===== src/rtl/fix_fetch.sv =====
// -----------------------------------------------------------------------------
// fix_fetch -- fetches one 8-pixel row of an 8x8 fix tile from a 16-bit ROM
// and queues it in a 2-entry first-word fall-through FIFO.
//
// Each row takes two ROM reads. Only bits 0, 4, 8 and 12 of a read word carry
// pixel data; they are packed MSB-first (bit 0 is the MSB) into a nibble. The
// first read (address bit 4 = 0) gives the upper nibble of the row, and the
// second read (address bit 4 = 1) gives the lower nibble.
//
// Ports
//   clk        system clock, rising edge
//   rstn       asynchronous active-low reset
//   cmd_valid  row fetch command offered
//   cmd_ready  command accepted on cmd_valid && cmd_ready (registered)
//   cmd_tile   tile index (8 bits)
//   cmd_row    pixel row within the tile (3 bits)
//   msreq      ROM read request, one-cycle pulse (registered)
//   msaddr     ROM read address (17 bits, registered, held until the ack)
//   msack      ROM acknowledge; msdata is valid in the same cycle
//   msdata     ROM read data (16 bits)
//   out_valid  FIFO head holds a fetched row
//   out_ready  pops the head on out_valid && out_ready
//   out_data   fetched row bits
//   out_tile   tile tag of the head entry
//   out_row    row tag of the head entry
// -----------------------------------------------------------------------------
module fix_fetch (
  input  logic        clk,
  input  logic        rstn,
  input  logic        cmd_valid,
  output logic        cmd_ready,
  input  logic [7:0]  cmd_tile,
  input  logic [2:0]  cmd_row,
  output logic        msreq,
  output logic [16:0] msaddr,
  input  logic        msack,
  input  logic [15:0] msdata,
  output logic        out_valid,
  input  logic        out_ready,
  output logic [7:0]  out_data,
  output logic [7:0]  out_tile,
  output logic [2:0]  out_row
);

  typedef enum logic [2:0] {
    IDLE  = 3'd0,
    REQ0  = 3'd1,
    WAIT0 = 3'd2,
    REQ1  = 3'd3,
    WAIT1 = 3'd4,
    PUSH  = 3'd5
  } state_t;

  typedef struct packed {
    logic [7:0] data;
    logic [7:0] tile;
    logic [2:0] row;
  } entry_t;

  // ROM address layout: {4'b0, tile, half, 1'b0, row}.
  function automatic logic [16:0] rom_addr(input logic [7:0] tile,
                                           input logic [2:0] row,
                                           input logic       half);
    return {4'b0000, tile, half, 1'b0, row};
  endfunction

  // Pixel bits sit every fourth bit of the ROM word; bit 0 becomes the MSB.
  function automatic logic [3:0] pick_pixels(input logic [15:0] word);
    return {word[0], word[4], word[8], word[12]};
  endfunction

  state_t     state;
  logic [7:0] tile_q;
  logic [2:0] row_q;
  logic [3:0] nib0;
  logic [3:0] nib1;

  entry_t     mem [2];
  logic       wr_ptr;
  logic       rd_ptr;
  logic [1:0] count;
  logic [1:0] count_next;
  logic       push;
  logic       pop;

  // The remaining msdata bits carry no pixel data and are deliberately dropped.
  logic unused_msdata;
  assign unused_msdata = ^{msdata[15:13], msdata[11:9], msdata[7:5], msdata[3:1]};

  assign push = (state == PUSH);
  assign pop  = out_valid && out_ready;

  // NOTE: every always_comb output gets a default first so no path can leave
  // it unassigned, which would infer a latch.
  always_comb begin
    count_next = count;
    case ({push, pop})
      2'b10:   count_next = count + 2'd1;
      2'b01:   count_next = count - 2'd1;
      default: count_next = count;
    endcase
  end

  // First-word fall-through: the head is read straight from storage.
  assign out_valid = (count != 2'd0);
  assign out_data  = mem[rd_ptr].data;
  assign out_tile  = mem[rd_ptr].tile;
  assign out_row   = mem[rd_ptr].row;

  // NOTE: the FIFO storage is reset because the head is visible on out_* and
  // must read as zero while in reset; a deeper buffer would skip this.
  always_ff @(posedge clk or negedge rstn) begin
    if (!rstn) begin
      mem[0] <= '0;
      mem[1] <= '0;
      wr_ptr <= 1'b0;
      rd_ptr <= 1'b0;
      count  <= 2'd0;
    end else begin
      if (push) begin
        mem[wr_ptr] <= '{data: {nib0, nib1}, tile: tile_q, row: row_q};
        wr_ptr      <= ~wr_ptr;
      end
      if (pop) begin
        rd_ptr <= ~rd_ptr;
      end
      count <= count_next;
    end
  end

  // Fetch sequencer. msreq, msaddr and cmd_ready are registered: each is
  // computed for the state being entered. cmd_ready is only raised for IDLE,
  // using the post-edge FIFO count, so a fetch is admitted only when its row
  // is guaranteed a free slot at PUSH (the count can only fall meanwhile).
  // NOTE: all state here is assigned with <= so every register sees the
  // pre-edge values of the others, independent of statement order.
  always_ff @(posedge clk or negedge rstn) begin
    if (!rstn) begin
      state     <= IDLE;
      cmd_ready <= 1'b0;
      msreq     <= 1'b0;
      msaddr    <= '0;
      tile_q    <= '0;
      row_q     <= '0;
      nib0      <= '0;
      nib1      <= '0;
    end else begin
      msreq     <= 1'b0;
      cmd_ready <= 1'b0;
      case (state)
        IDLE: begin
          if (cmd_valid && cmd_ready) begin
            tile_q <= cmd_tile;
            row_q  <= cmd_row;
            msaddr <= rom_addr(cmd_tile, cmd_row, 1'b0);
            msreq  <= 1'b1;
            state  <= REQ0;
          end else begin
            cmd_ready <= (count_next < 2'd2);
          end
        end
        REQ0: state <= WAIT0;
        WAIT0: begin
          if (msack) begin
            nib0   <= pick_pixels(msdata);
            msaddr <= rom_addr(tile_q, row_q, 1'b1);
            msreq  <= 1'b1;
            state  <= REQ1;
          end
        end
        REQ1: state <= WAIT1;
        WAIT1: begin
          if (msack) begin
            nib1  <= pick_pixels(msdata);
            state <= PUSH;
          end
        end
        PUSH: begin
          state     <= IDLE;
          cmd_ready <= (count_next < 2'd2);
        end
        default: state <= IDLE;
      endcase
    end
  end

endmodule


===== config.mk =====
export PLATFORM = sky130hd
export DESIGN_NAME = fix_fetch
export DESIGN_NICKNAME = d
export VERILOG_FILES = /design/src/rtl/fix_fetch.sv
export SDC_FILE = /design/constraint.sdc
export NUM_CORES = 1
export LEC_CHECK = 0
export CAP_MARGIN = 20
export CORE_MARGIN = 2
export CORE_UTILIZATION = 38
export CTS_CLUSTER_DIAMETER = 150
export DETAILED_ROUTE_END_ITERATION = 7
export PLACE_DENSITY = 0.69
export SLEW_MARGIN = 10
export SYNTH_ARGS = -nofsm -noshare
export SYNTH_HDL_FRONTEND = slang
export SYNTH_SLANG_ARGS = --single-unit

===== constraint.sdc =====
create_clock -name clk -period 2.3 [get_ports clk]
set_clock_uncertainty 0.2 [all_clocks]
set_input_delay 0.46 -clock clk [delete_from_list [all_inputs] [get_ports clk]]
set_output_delay 0.46 -clock clk [all_outputs]
set_load 0.05 [all_outputs]

==> impl_metrics.yaml <==
status:
  outcome: "finished, final reports clean"
setup_path:
  cp_max_fo: 7
  worstRegToRegCells: 5
  critPathTopFamily: "flip-flops"
  crit_buf_inv: 2
  arrival_ns: 1.58
  cpMostUsedCell: "buf_4"
  worst_setup_path_start_kind: "register"
  worstPathRequired_ns: 1.64
  worstSetupPathType: "reg -> out"
  reg2reg_to: "count[1]"
  worst-r2r-setup-slack_ns: 0.30
  crit_slowest_cell: "dfrtp_2"
  end_kind: "output port"
  path_cells: "buf_4 -> mux2_2 -> buf_4"
  r2r-start: "count[0]"
  slowest_delay_ns: 0.48
clock_tree:
  numCtsBuffers: 9
  clk_pin_slew_ns: 0.07
  cts_tree: "yes"
  cts_setup_buffers: 0
  root_buffer: "clkbuf_8"
  h-tree-depth: 3
  clk_latency_ns: 0.35
  clockBufferDepth: 2
  clock-sinks: 78
synthesis:
  synthFlopType: "dfrtp_1"
  synth_top_cell_by_area: "dfrtp_1"
  synth_cell_types: 35
  synth_xor_area_share_pct: 1.28
  netlist_instances: 236
  synthTopCellsByCount: "dfrtp_1, mux2_1, mux2_2"
  synthArstFlopShare_pct: 100
  synth_top_area_share_pct: 57.2
  ys_seq_elements: 78
  synth_fa_ha_area_share_pct: 0.367
  syn_area_mm2: 0.00341
  synth_compound_area_share_pct: 5.61
  yosys-top-cells-area: "dfrtp_1, mux2_1, mux2_2, o221a_1, mux2_4"
  synth.area.mux_share_pct: 24.6
  synth_top_family_by_area: "multiplexers"
  seq_area_frac_synth_pct: 57.2
  avgSynthCellArea_um2: 14.5
  yosysWarnings: 0
  synthSimpleGateAreaFrac_pct: 7.48
  synth_most_common_cell: "dfrtp_1"
  synth_edf_count: 0
drt:
  top_layer_used: "met4"
  vias: 2074
  wl_met1_um: 2970
  post-route-drc-count: 0
  routed_wl_um: 6610
  antenna_left: 0
  met2_length_um: 3310
  post_drt_via_cell_ratio: 4.99
  wl_per_cell_um: 15.9
  wl_met3_um: 225
  drt_iter0_markers: 53
  dr.pass1.iters: 3
min_path:
  hp-start: "msaddr[4]"
  hold_depth: 1
  whs_endpoint: "msaddr[4]"
  hold_path.class: "reg -> reg"
power:
  ir_drop_uv: 603
  p_total_mw: 6.57
  p_leak_nw: 2.05
  power_density_mw_per_mm2: 1530
global_route:
  grt_pass1_vias: 2223
  grt_max_degree: 47
  grt_antenna_before_repair: 0
  grt_pass1_wl_um: 11100
  grt_util_all_layers_pct: 14.8
  grt-ovfl-total: 0
timing:
  worstMarginPinSlew_ns: 0.504
  hold_violations: 0
  final-setup-viol-count: 0
  relSlewSlack_pct: 66.3
  finalCritPeriodShare_pct: 97.6
  holdWs_ns: 0.282
  slew_violations: 0
  setup_tns_ns: 0
  finalCriticalPeriod_ns: 2.24
  rsz0062_at_grt: "false"
  max_freq_mhz: 446
floorplan:
  core-area_mm2: 0.00872
  start_util_pct: 39.1
  dieHeight_um: 98.8
  ios: 71
  die_x_um: 98.8
  fp.dieArea_mm2: 0.00976
  core.rowCount: 34
cells_and_area:
  fin_area_mm2: 0.00430
  final_core_util_pct: 49.3
  multi_input_area_mm2: 0.00136
  regArea_mm2: 0.00195
  drive_gt1_share_pct: 27.6
  fillers: 758
  fin_nets: 336
  synthToLayoutAreaGrowth_pct: 26.0
  diodes: 0
flow_run:
  drv_cap: 0
place:
  hpwlAfterDp_um: 4620
  dpl-instance-area_mm2: 0.00408
  io_buffers: 53
  gp_congestion: 0.706
repair_timing:
action,4_1_cts,5_1_grt
hold buffers,1,0
setup endpoints to repair,17,0
hold endpoints to repair,32,0
gates resized for setup,2,0
cell type report:
cell class | instances | share of cell area [%]
Sequential cell | 78 | 45.4
Tap cell | 108 | 3.14
Multi-Input combinational cell | 144 | 31.7
Clock inverter | 4 | 1.63
Clock buffer | 12 | 3.38
Timing Repair Buffer | 70 | 14.8
layer usage:
layer	up-vias	global-route usage, %
met4	0	6.32
li1	966	-
met2	38	24.5
met3	10	3.69
met5	-	0
met1	1060	18.4
registers in the layout, summed over array words and instances, names as in the netlist:
signal and count:
state 3, nib1 4, mem 38, msreq 1, cmd_ready 1, nib0 4, tile_q 8, rd_ptr 1
row_q 3, count 2, msaddr 12, wr_ptr 1
worst register-to-register path, stage by stage, from the launching register on:
cell	delay (ns)
dfrtp_1	0.41
or2_2	0.29
and2_1	0.18
ha_1	0.33
o21a_1	0.20
or2_2	0.29
cells in the final DEF, fill, tap and decap left out, types with 4 or more instances in the layout:
master	n
buf_4	34
clkbuf_8	10
clkdlybuf4s50_1	32
conb_1	5
dfrtp_1	77
mux2_1	45
mux2_2	19
mux2_4	8
nand2_1	15
nand2b_1	13
o221a_1	11
xnor2_1	4
worst max path at each step:
| stage | slack (ns) | from | endpoint | cells after the start |
|---|---|---|---|---|
| 6_report | 0.06 | rd_ptr | out_tile[5] | 3 |
| 3_3_place_gp | -0.02 | cmd_valid | row_q[1] | 5 |
| 3_5_place_dp | -0.02 | cmd_valid | row_q[1] | 5 |
| 2_1_floorplan | 0.15 | count[0] | count[1] | 5 |
| 5_1_grt | 0.006 | rd_ptr | out_tile[5] | 3 |
| 4_1_cts | 0.03 | rd_ptr | out_tile[5] | 3 |
kinds of logic (layout without fill, tap and decap cells):
| family | Yosys count | count (layout) |
|---|---|---|
| flip-flops | 78 | 78 |
| multiplexers | 72 | 72 |
| AND/OR/NAND/NOR | 41 | 41 |
| AO/OA/AOI/OAI | 20 | 20 |
| buffers and inverters | 18 | 86 |
| XOR/XNOR | 5 | 5 |
| adder cells (fa/ha/maj) | 1 | 1 |
| other | 1 | 5 |
per-stage QoR:
stage	setup slack (ns)	std cells
2_1_floorplan	0.148	240
3_3_place_gp	-0.0156	399
3_5_place_dp	-0.0216	399
4_1_cts	0.0344	416
5_1_grt	0.00613	416
6_report	0.0562	416
where the power goes:
group | switching, mW | internal (mW)
clock network | 0.473 | 0.638
registers | 0.404 | 1.96
logic | 1.78 | 1.32
Power figures use the tool's default switching activity.
